--- src/rtl/cp0_exception_ctrl.sv ---
// CP0 exception controller: holds Cause/EPC and sequences exception entry and
// ERET return beside the Status register in the MEM stage.
//
// Ports:
//   clk, rst       clock, asynchronous active-high reset
//   status         Status Q (BEV[22], IM[15:8], ERL[2], EXL[1], IE[0])
//   hw_int         asynchronous hardware interrupt lines -> IP[7:2]
//   exc_req/exc_code/exc_pc  synchronous exception request from MEM
//   int_pc         EPC used when an interrupt is taken
//   eret           ERET retiring in MEM
//   mtcd, cause_we, epc_we   mtc0 write data and enables
//   exl_next       next value for Status EXL
//   flush, redirect, redirect_pc, busy   pipeline control
//   cause, epc     CP0 Cause and EPC registers
//   count_we, compare_we, count, compare  timer (CP0_TIMER_EN only)
//
// Optional feature: define CP0_TIMER_EN to add the Count/Compare timer on IP[7].
module cp0_exception_ctrl #(
  parameter logic [31:0] VEC_BOOT    = 32'hBFC00380,
  parameter logic [31:0] VEC_NORM    = 32'h80000180,
  parameter int unsigned SYNC_STAGES = 2
) (
  input  logic        clk,
  input  logic        rst,
  input  logic [31:0] status,
  input  logic [5:0]  hw_int,
  input  logic        exc_req,
  input  logic [4:0]  exc_code,
  input  logic [31:0] exc_pc,
  input  logic [31:0] int_pc,
  input  logic        eret,
  input  logic [31:0] mtcd,
  input  logic        cause_we,
  input  logic        epc_we,
`ifdef CP0_TIMER_EN
  input  logic        count_we,
  input  logic        compare_we,
  output logic [31:0] count,
  output logic [31:0] compare,
`endif
  output logic        exl_next,
  output logic        flush,
  output logic        redirect,
  output logic [31:0] redirect_pc,
  output logic        busy,
  output logic [31:0] cause,
  output logic [31:0] epc
);

  // Depth is clamped so a misconfigured instance still gets a safe synchronizer.
  localparam int unsigned SYNC_N = (SYNC_STAGES < 2) ? 2 : SYNC_STAGES;

  typedef enum logic [1:0] {IDLE, ENTER, VECTOR, RETURN} state_t;

  state_t      state_q, state_d;
  logic [5:0]  sync_q [SYNC_N];
  logic [5:0]  ip_hw;
  logic [1:0]  ip_sw_q;
  logic [4:0]  exc_code_q;
  logic [31:0] epc_q;
  logic [7:0]  ip;
  logic        int_take;
  logic        accept_exc;
  logic        accept_int;
  logic        unused_status;

  assign unused_status = ^{status[31:23], status[21:16], status[7:3]};

  // hw_int synchronizer chain
  always_ff @(posedge clk or posedge rst) begin
    if (rst) begin
      for (int unsigned i = 0; i < SYNC_N; i++) sync_q[i] <= 6'd0;
    end else begin
      sync_q[0] <= hw_int;
      for (int unsigned i = 1; i < SYNC_N; i++) sync_q[i] <= sync_q[i-1];
    end
  end

`ifdef CP0_TIMER_EN
  logic [31:0] count_q, compare_q;
  logic        timer_flag_q;

  // Free-running Count; flag raised on a Count/Compare match, cleared by a Compare write
  always_ff @(posedge clk or posedge rst) begin
    if (rst) begin
      count_q      <= 32'd0;
      compare_q    <= 32'd0;
      timer_flag_q <= 1'b0;
    end else begin
      count_q <= count_we ? mtcd : count_q + 32'd1;
      if (compare_we) begin
        compare_q    <= mtcd;
        timer_flag_q <= 1'b0;
      end else if ((count_q == compare_q) && (compare_q != 32'd0)) begin
        timer_flag_q <= 1'b1;
      end
    end
  end

  assign count   = count_q;
  assign compare = compare_q;
  assign ip_hw   = {sync_q[SYNC_N-1][5] | timer_flag_q, sync_q[SYNC_N-1][4:0]};
`else
  assign ip_hw   = sync_q[SYNC_N-1];
`endif

  assign ip       = {ip_hw, ip_sw_q};
  assign int_take = status[0] & ~status[1] & ~status[2] & (|(ip & status[15:8]));

  // State register
  always_ff @(posedge clk or posedge rst) begin
    if (rst) state_q <= IDLE;
    else     state_q <= state_d;
  end

  // Next state and sequencing outputs
  always_comb begin
    state_d     = state_q;
    accept_exc  = 1'b0;
    accept_int  = 1'b0;
    flush       = 1'b0;
    redirect    = 1'b0;
    redirect_pc = 32'd0;
    busy        = 1'b1;
    exl_next    = 1'b0;
    unique case (state_q)
      IDLE: begin
        busy     = 1'b0;
        exl_next = status[1];
        if (exc_req) begin
          accept_exc = 1'b1;
          state_d    = ENTER;
        end else if (int_take) begin
          accept_int = 1'b1;
          state_d    = ENTER;
        end else if (eret) begin
          state_d    = RETURN;
        end
      end
      ENTER: begin
        flush    = 1'b1;
        exl_next = 1'b1;
        state_d  = VECTOR;
      end
      VECTOR: begin
        redirect    = 1'b1;
        redirect_pc = status[22] ? VEC_BOOT : VEC_NORM;
        exl_next    = 1'b1;
        state_d     = IDLE;
      end
      RETURN: begin
        flush       = 1'b1;
        redirect    = 1'b1;
        redirect_pc = epc_q;
        state_d     = IDLE;
      end
      default: state_d = IDLE;
    endcase
  end

  // Cause/EPC updates; an accepted exception overrides an mtc0 EPC write,
  // and EPC is preserved for nested exceptions (EXL already set).
  always_ff @(posedge clk or posedge rst) begin
    if (rst) begin
      ip_sw_q    <= 2'd0;
      exc_code_q <= 5'd0;
      epc_q      <= 32'd0;
    end else if (state_q == IDLE) begin
      if (cause_we) ip_sw_q <= mtcd[9:8];
      if (accept_exc || accept_int) begin
        exc_code_q <= accept_exc ? exc_code : 5'd0;
        if (!status[1]) epc_q <= accept_exc ? exc_pc : int_pc;
      end else if (epc_we) begin
        epc_q <= mtcd;
      end
    end
  end

  assign cause = {16'd0, ip, 1'b0, exc_code_q, 2'b00};
  assign epc   = epc_q;

endmodule

--- config.mk ---
export PLATFORM = sky130hd
export DESIGN_NAME = cp0_exception_ctrl
export DESIGN_NICKNAME = d
export VERILOG_FILES = /design/src/rtl/cp0_exception_ctrl.sv
export SDC_FILE = /design/constraint.sdc
export NUM_CORES = 1
export LEC_CHECK = 0
export BUFFER_PORTS_ARGS = -buffer_cell sky130_fd_sc_hd__buf_2
export CAP_MARGIN = 20
export CELL_PAD_IN_SITES_DETAIL_PLACEMENT = 0
export CELL_PAD_IN_SITES_GLOBAL_PLACEMENT = 1
export CORE_ASPECT_RATIO = 0.75
export CORE_MARGIN = 10
export CORE_UTILIZATION = 31
export DETAILED_ROUTE_END_ITERATION = 10
export PLACE_DENSITY_LB_ADDON = 0.1
export SLEW_MARGIN = 20
export SYNTH_ARGS = -nofsm -noshare
export SYNTH_HDL_FRONTEND = slang
export SYNTH_SLANG_ARGS = --single-unit
--- constraint.sdc ---
create_clock -name clk -period 2.62 [get_ports clk]
set_input_delay 0.393 -clock clk [delete_from_list [all_inputs] [get_ports clk]]
set_output_delay 0.393 -clock clk [all_outputs]
set_load 0.02 [all_outputs]
==> flow_summary_export.csv <==
group,metric,value,unit
power,p_comb_share,59.2,%
worst_setup_path,critPathArrivalTime,2.46,ns
worst_setup_path,path_buf_inv,3,
worst_setup_path,rr_worst_depth,7,
finish,nets,698,
clock_network,cts_tree,"built",
clock_network,clk_latency,0.29,ns
global_routing,grt_max_degree,37,
power,swShare,47.4,%
sta,clock_skew,0.00902,ns
drt,vias,3728,
worst_setup_path,critPathMaxFanout,17,
drt,drtAntennaViolNets,0,
job,drv_cap,0,
sta,rsz0062_at_grt,"no",
clock_network,htreeDepth,2,
sta,tightest_slew,0.842,ns
sta,finalCriticalPeriod,2.29,ns
clock_network,cts_buffers,5,
worst_setup_path,r2r-start,"state_q[1]$_DFFE_PP0P_",
floorplanning,design.die.area,17100,um2
synthesis,netlist_instances,366,
power,internal_power,2.85,mW
worst_setup_path,worstPathRequired,2.78,ns
power,p_leak,2.53,nW
power,power.switching,2.57,mW
finish,multi_input_area,2090,um2
clock_network,clock-root-buffer,"clkbuf_16",
placement,gp_congestion,0.770,
worst_setup_path,crit_family,"compound AO/OA/AOI/OAI gates",
sta,setup_viol,0,
finish,finish.utilization,42.6,%
synthesis,synth_area,3780,um2
worst_setup_path,cp-startpoint,"state_q[1]$_DFFE_PP0P_",
clock_network,ctsLongestPathBuffers,2,
finish,final_common_cell,"buf_2",
synthesis,synth_adder_area_share,1.66,%
global_routing,antenna_found_initial,4,
clock_network,clkTransAtPathRegs,0.07,ns
placement,dp_hpwl,11500,um
floorplanning,fp.dieW,148,um
synthesis,ys_seq_area_share,35.1,%
sta,slew_viol_final,0,
drt,drc,0,
worst_setup_path,crit_top_cell,"inv_1",
drt,drt_iter0_markers,123,
synthesis,synth_compound_area_share,34.2,%
finish,finalNonFillerCells,711,
sta,report.final.hold_viol_count,0,
clock_network,cts_setup_buffers,0,
min_path,hold_class,"in2async",
drt,wl_per_cell,21.7,um
worst_setup_path,r2r_end,"epc[25]$_DFFE_PP0P_",
finish,insertedDiodeCount,0,
drt,firstDrtPassIters,4,
synthesis,synth_cell_types,32,
global_routing,grt_usage,17.3,%
worst_setup_path,crit_cells,7,
global_routing,grt_pass1_vias,4191,
global_routing,overflow,0,
finish,layout_common_cells,"buf_2 (205), dfrtp_1 (53), nor2_1 (34), a211oi_1 (32), nor4_1 (32)",
finish,n_fill_cell,1220,
synthesis,ys_warn_count,0,
sta,fin_crit_sh,87.5,%
placement,io_buffers,205,
worst_setup_path,critical_path_class,"reg2reg",
clock_network,post_cts_resized,0,
floorplanning,core,11700,um2
sta,fmax,0.436,GHz
drt,routed_wl,15400,um
worst_setup_path,r2r_slack,0.33,ns
placement,dpl.cell_count,703,
synthesis,avgSynthCellArea,10.3,um2
drt,via_per_inst,5.24,
sta,finalSetupTns,0,ns
synthesis,synth-simple-area-share,16.4,%
synthesis,synth-xor-area-share,0,%
power,clkPwrFrac,14.3,%
finish,drive_gt1_share,55.0,%
clock_network,cts.sinks,53,
worst_setup_path,cpPeakStageDelay,0.67,ns
finish,regArea,1330,um2
floorplanning,num_io_pins,245,
power,power_density,1080,nW/um2
floorplanning,start_util,32.2,%
synthesis,muxShareOfSynthArea,0.894,%
global_routing,grt_first_pass_wirelength,23900,um
clock_network,hold_buffers,0,
power,seq_power_share,26.5,%
synthesis,ys_ff_latch,53,
worst_setup_path,cpMaxStageDelayCell,"a21boi_4",
sta,slew_headroom,43.7,%
worst_setup_path,path_cells,"inv_1, ha_1, inv_1, nor2_8, a21boi_4, buf_12, o41ai_2",
status,status,"completed",
finish,syn_to_final_growth,32.5,%
synthesis,synth_top_family_by_area,"compound AO/OA/AOI/OAI gates",
worst_setup_path,timing.critical_path.to,"epc[25]$_DFFE_PP0P_",
floorplanning,die_h,116,um
power,irDropWorstVdd,0.506,mV
floorplanning,num_rows,34,
worst_setup_path,crit_path_start_kind,"flop",
worst_setup_path,endpoint_kind,"flop",
==> logic make-up (layout without fill, tap and decap cells) <==
kind of cell / after synthesis / after routing
AND/OR/NAND/NOR: 118 / 118
other: 1 / 19
AO/OA/AOI/OAI: 115 / 115
buffers and inverters: 71 / 236
multiplexers: 3 / 3
adder cells (fa/ha/maj): 5 / 5
flip-flops: 53 / 53
==> cells in the mapped netlist <==
| master | number | area share [%] |
|---|---|---|
| a211oi_1 | 32 | 6.4 |
| a21boi_4 | 1 | 0.50 |
| a21o_1 | 3 | 0.60 |
| a21oi_1 | 2 | 0.26 |
| a22o_1 | 5 | 1.2 |
| a22oi_1 | 4 | 0.79 |
| a2bb2oi_1 | 1 | 0.23 |
| and2_1 | 20 | 3.3 |
| and4_1 | 1 | 0.23 |
| buf_2 | 8 | 1.1 |
| buf_4 | 28 | 5.6 |
| buf_6 | 8 | 2.4 |
| clkbuf_1 | 22 | 2.2 |
| conb_1 | 1 | 0.099 |
| dfrtp_1 | 53 | 35 |
| ha_1 | 5 | 1.7 |
| inv_1 | 5 | 0.50 |
| mux2_2 | 3 | 0.89 |
| nand2_1 | 23 | 2.3 |
| nand2b_1 | 1 | 0.17 |
| nand4_2 | 1 | 0.33 |
| nor2_1 | 35 | 3.5 |
| nor2_8 | 1 | 0.53 |
| nor4_1 | 32 | 5.3 |
| o211ai_1 | 4 | 0.79 |
| o211ai_2 | 30 | 9.9 |
| o221ai_1 | 1 | 0.23 |
| o41ai_1 | 2 | 0.46 |
| o41ai_2 | 30 | 13 |
| or2_1 | 1 | 0.17 |
| or2_2 | 2 | 0.33 |
| or3b_1 | 1 | 0.23 |
==> final cells by class <==
class                   instances  area share, %
clock buffers                   7           2.85
inverters                       5          0.375
multi-input cells             260           41.7
well taps                     162           4.05
flip-flops and latches         53           26.5
repair buffers                223           23.9
clock inverters                 1          0.600
==> routing by layer <==
metal	vias up	track usage, %	wire, um
li1	1713	-	-
met1	1809	21.9	6840
met2	184	27.5	6930
met3	16	7.17	1510
met4	6	3.43	136
met5	-	0	41
==> sequential cells by signal (all words and copies together) (netlist names) <==
name / count
epc: 32
exc_code_q: 5
ip_hw: 6
ip_sw_q: 2
state_q: 2
sync_q: 6
==> worst min path at each step <==
| stage | end | slack (ns) | depth (start not counted) |
|---|---|---|---|
| final | epc[8]$_DFFE_PP0P_ | 0.17 | 2 |
| after global routing | sync_q[11]$_DFF_PP0_ | 0.19 | 1 |
| after CTS | epc[8]$_DFFE_PP0P_ | 0.20 | 2 |
| after detailed placement | ip_hw[3]$_DFF_PP0_ | 0.34 | 0 |
| after global placement | ip_hw[0]$_DFF_PP0_ | 0.33 | 0 |
| after floorplan | ip_hw[0]$_DFF_PP0_ | 0.33 | 0 |
==> power groups by stage <==
| stage | sequential [mW] | clock [mW] | combinational (mW) |
|---|---|---|---|
| 2_1_floorplan | 1.75 | 0 | 1.88 |
| 3_3_place_gp | 1.44 | 0 | 3.23 |
| 3_5_place_dp | 1.45 | 0 | 3.25 |
| 4_1_cts | 1.44 | 0.805 | 3.25 |
| 5_1_grt | 1.49 | 0.829 | 3.48 |
| 6_report | 1.44 | 0.773 | 3.21 |
==> stage by stage <==
step	setup slack, ns	hold slack, ns	total power [mW]	cell area (um2)
after floorplan	0.683	0.331	3.63	3850
after global placement	0.346	0.333	4.67	4830
after detailed placement	0.336	0.336	4.69	4830
after CTS	0.318	0.196	5.50	5010
after global routing	0.209	0.193	5.80	5010
final	0.326	0.174	5.42	5010
No activity file was read; power rests on OpenSTA's default activity.
